==> src/rtl/fifo_n_oc_pkg.sv <==
// fifo_n_oc_pkg: shared defaults and width helpers for the fifo_n_oc slice.
package fifo_n_oc_pkg;
  localparam int DEF_WIDTH = 96;
  localparam int DEF_DEPTH = 4;
  function automatic int ptr_w(input int depth);
    return depth > 1 ? $clog2(depth) : 1;
  endfunction
endpackage

==> src/rtl/fifo_n_oc_ptr_wrap.sv <==
// fifo_n_oc_ptr_wrap: pointer register with increment enable, sync clear and modulo-DEPTH wrap.
module fifo_n_oc_ptr_wrap
  import fifo_n_oc_pkg::*;
#(
  parameter int DEPTH = DEF_DEPTH,
  parameter int PW    = ptr_w(DEPTH)
) (
  input  logic          CLK,
  input  logic          nRST,
  input  logic          clr,
  input  logic          inc,
  output logic [PW-1:0] ptr
);
  always_ff @(posedge CLK or negedge nRST)
    if (!nRST) ptr <= '0;
    else if (clr) ptr <= '0;
    else if (inc) ptr <= (ptr == PW'(DEPTH - 1)) ? '0 : ptr + 1'b1;
endmodule

==> src/rtl/fifo_n_oc.sv <==
// fifo_n_oc: N-entry guarded FIFO with occupancy count, almost_full flag and sync clear.
module fifo_n_oc
  import fifo_n_oc_pkg::*;
#(
  parameter  int WIDTH       = DEF_WIDTH,
  parameter  int DEPTH       = DEF_DEPTH,
  parameter  int ALMOST_FULL = DEPTH - 1,
  localparam int CW          = $clog2(DEPTH + 1)
) (
  input  logic             CLK,
  input  logic             nRST,
  input  logic             in_enq__ENA,
  input  logic [WIDTH-1:0] in_enq_v,
  output logic             in_enq__RDY,
  input  logic             out_deq__ENA,
  output logic             out_deq__RDY,
  output logic [WIDTH-1:0] out_first,
  output logic             out_first__RDY,
  input  logic             clear__ENA,
  output logic [CW-1:0]    count,
  output logic             almost_full
);
  localparam int PW = ptr_w(DEPTH);
  logic [WIDTH-1:0] mem [DEPTH];
  logic [PW-1:0] head, tail;
  logic full, empty, enq, deq;
  assign full           = count == CW'(DEPTH);
  assign empty          = count == '0;
  assign enq            = in_enq__ENA & ~full & ~clear__ENA;
  assign deq            = out_deq__ENA & ~empty & ~clear__ENA;
  assign in_enq__RDY    = ~full;
  assign out_deq__RDY   = ~empty;
  assign out_first__RDY = ~empty;
  assign out_first      = mem[head];
  assign almost_full    = count >= CW'(ALMOST_FULL);
  fifo_n_oc_ptr_wrap #(.DEPTH(DEPTH), .PW(PW)) u_head (
    .CLK(CLK), .nRST(nRST), .clr(clear__ENA), .inc(deq), .ptr(head)
  );
  fifo_n_oc_ptr_wrap #(.DEPTH(DEPTH), .PW(PW)) u_tail (
    .CLK(CLK), .nRST(nRST), .clr(clear__ENA), .inc(enq), .ptr(tail)
  );
  always_ff @(posedge CLK or negedge nRST)
    if (!nRST) count <= '0;
    else count <= clear__ENA ? '0 : count + CW'(enq) - CW'(deq);
  always_ff @(posedge CLK or negedge nRST)
    if (!nRST) for (int i = 0; i < DEPTH; i++) mem[i] <= '0;
    else if (enq) mem[tail] <= in_enq_v;
endmodule

==> config.mk <==
export PLATFORM = sky130hd
export DESIGN_NAME = fifo_n_oc
export DESIGN_NICKNAME = d
export VERILOG_FILES = /design/src/rtl/fifo_n_oc_pkg.sv /design/src/rtl/fifo_n_oc_ptr_wrap.sv /design/src/rtl/fifo_n_oc.sv
export SDC_FILE = /design/constraint.sdc
export NUM_CORES = 1
export LEC_CHECK = 0
export BUFFER_PORTS_ARGS = -buffer_cell sky130_fd_sc_hd__buf_2
export CAP_MARGIN = 20
export CELL_PAD_IN_SITES_DETAIL_PLACEMENT = 1
export CELL_PAD_IN_SITES_GLOBAL_PLACEMENT = 1
export CORE_MARGIN = 4
export CORE_UTILIZATION = 35
export DETAILED_ROUTE_END_ITERATION = 10
export GPL_ROUTABILITY_DRIVEN = 0
export PLACE_DENSITY_LB_ADDON = 0.3
export SKIP_LAST_GASP = 1
export SYNTH_ARGS = -nofsm -noshare
export SYNTH_HDL_FRONTEND = slang
export SYNTH_HIERARCHICAL = 1
export SYNTH_SLANG_ARGS = --single-unit
export TNS_END_PERCENT = 20
==> constraint.sdc <==
create_clock -name CLK -period 5.7 [get_ports CLK]
set_clock_uncertainty 0.15 [all_clocks]
set_input_delay 0.285 -clock CLK [delete_from_list [all_inputs] [get_ports CLK]]
set_output_delay 0.285 -clock CLK [all_outputs]
set_load 0.02 [all_outputs]
==> impl_results.md <==
- Status: finished clean
- Area Overhead vs Synth: 24.2%
- Area of the multi-input gates: 6920 sq um
- Pwr Density: 461 nW/um^2
- Endpoints failing setup: 0
- Initial DRT Pass Iterations: 4
- Die width: 229 um
- First-pass GRT wire length: 66400 um
- Crit Path Class: reg2out
- Hold_buf cts: 98
- Register Area: 9790 sq um
- FMAX: 295 MHz
- Worst rel slew slack: 30.9%
- Core area: 47900 sq um
- Antenna violations before repair: 2
- Clk network pwr share: 30.2%
- MaxCap Viol Count: 0
- CP required: 5270 ps
- Comb power frac: 28.2%
- Ports: 204
- Leakage: 9.66 nW
- PortBufs: 203
- DRC viols: 0
- RSZ-0062 raised after global routing: false
- Reg2reg start: count[1]$_DFF_PN0_
- CP startpoint: u_head/ptr[1]$_DFFE_PN0P_
- Routed WL per cell: 21.4 um
- Clk slew on worst S/H paths: 60 ps
- Tightest Hold Check Type: in2async
- Crit path time final: 3390 ps
- Avg Inst Size Synth: 17.6 sq um
- Clk buf depth: 3
- Post-DR vias/cell: 5.05
- Post-layout nets: 1376
- Core Rows: 80
- R2R Setup Slk: 2320 ps
- Skew-Pair Late Insertion Delay: 560 ps
- Post-CTS Setup Bufs: 0
- Resized Gates After CTS: 0
- Worst-Margin Slew: 1040 ps
- Ys Warns: 6
- Post-DP HPWL: 24200 um
- WHS: 92.1 ps
- Deepest level of the CTS H-tree: 2
- Die Ht: 229 um
- Antenna viol nets, final: 0
- CTS Buf Count: 45
- Worst Path Max Fanout: 59
- Total global-route track usage: 15.9%
- Share of layout cells above drive strength 1: 59.4%
- Startpoint Class: register
- Psw: 2.84 mW
- Syn_nets: 1080
- Cell count after synthesis: 973
- Crit path DAT: 2950 ps
- Vias in the first global route: 11200
- Commonest non-fill, non-tap cells in the layout: dfrtp_1, mux2_2, buf_2
- Sw Share: 29.1%
- Leading cell type in the layout, fill and taps excluded: dfrtp_1
- Fin. Hold Viols: 0
- Setup TNS: 0 ps
- Fill cells: 4659
- Mapped cell area: 17100 sq um
- Seq pwr share: 41.6%
- GR Overflow Total: 0
- Iteration-0 DRC Markers: 295
- Worst R2R End: mem[249]$_DFFE_PN0P_
- CP endpoint kind: output pin
- Period Utilization, post-route: 59.5%
- Netlist cell types: 27
- TritonCTS clock tree: built
- Seq/Total Area, Yosys: 57.3%
- TritonCTS Sinks: 391
- Internal Power: 6.94 mW
- Die area: 52400 sq um
- Largest net degree at the start of global routing: 159
- Routed via count: 9674
- Initial Utilization: 35.6%
- Register bit count reported by yosys: 391
- Root buf cell: clkbuf_16
- Routed Wire Length: 40900 um
- Peak VDD IR: 0.247 mV
- Slew Viols, Final: 0
- Worst reg2reg path depth: 5
[worst max-delay path: stages (launching register included)]
cell	delay, ps
dfrtp_4	1070
buf_4	680
mux4_2	420
buf_2	190
[how the worst max path moves through the flow]
| stage | end | cells past startpoint |
|---|---|---|
| after CTS | out_first[30] | 3 |
| after detailed placement | mem[249]$_DFFE_PN0P_ | 5 |
| after global routing | mem[257]$_DFFE_PN0P_ | 5 |
| final | out_first[30] | 3 |
| after floorplan | count[2]$_DFF_PN0_ | 9 |
| after global placement | mem[254]$_DFFE_PN0P_ | 5 |
[flip-flops by register name, summed over array words and instances, names as in the netlist]
signal / count
mem: 384
count: 3
u_head/ptr: 2
u_tail/ptr: 2
[kinds of logic after synthesis]
kind of cell	count (synthesis)	share of synthesized area, %
AND/OR/NAND/NOR	20	0.777
AO/OA/AOI/OAI	3	0.132
multiplexers	482	39.0
adder cells (fa/ha/maj)	6	0.484
flip-flops	391	57.3
XOR/XNOR	1	0.0513
buffers and inverters	70	2.29
[cells in the mapped netlist (all sizes together)]
library cell    n  share of area, %
nor2b           2             0.073
nand2b          2             0.073
nand4b          2              0.14
nor2            5              0.11
nand3           1             0.029
buf            55               2.0
xor2            1             0.051
mux2          384                26
and4            1             0.066
or3             1             0.037
fa              1              0.12
and3b           1             0.051
ha              5              0.37
mux2i           2              0.12
a21oi           2              0.10
mux4           96                13
dfrtp         391                57
or3b            3              0.15
nand2           2             0.044
o21ai           1             0.029
inv             4             0.088
clkbuf         11              0.24
[per-stage QoR]
stage | utilization [%] | total power, mW | setup WS, ps | cell area, sq um | std cells
after floorplan | - | 5.95 | 3160 | 17100 | 973
after global placement | 38.9 | 6.74 | 2320 | 18700 | 1738
after detailed placement | 38.9 | 6.86 | 2240 | 18700 | 1738
after CTS | 44.2 | 9.95 | 2120 | 21200 | 1912
after global routing | 44.2 | 10.4 | 2110 | 21200 | 1913
final | 44.2 | 9.79 | 2310 | 21200 | 1914
[layout make-up]
cell class | instances | share of cell area (%)
diodes | 1 | 0.0118
clock buffers | 68 | 6.48
clock inverters | 8 | 0.690
inverters | 4 | 0.0708
multi-input cells | 512 | 32.7
flip-flops and latches | 391 | 46.2
well taps | 615 | 3.63
repair buffers | 315 | 10.3
[power groups by stage]
stage / registers (mW) / clock network, mW / logic, mW
final: 4.07 / 2.96 / 2.76
after global routing: 4.18 / 3.19 / 2.99
after CTS: 4.08 / 3.06 / 2.81
after detailed placement: 4.12 / 0 / 2.75
after global placement: 4.07 / 0 / 2.68
after floorplan: 3.94 / 0 / 2.01
[layer usage]
layer  vias up  track usage (%)  wire (um)
met5         -                0         20
met4         2             3.80        791
met3        56             4.41       2180
met2       179             26.3      19800
met1      5202             20.9      18100
li1       4235                -          -
Power figures use the tool's default switching activity.
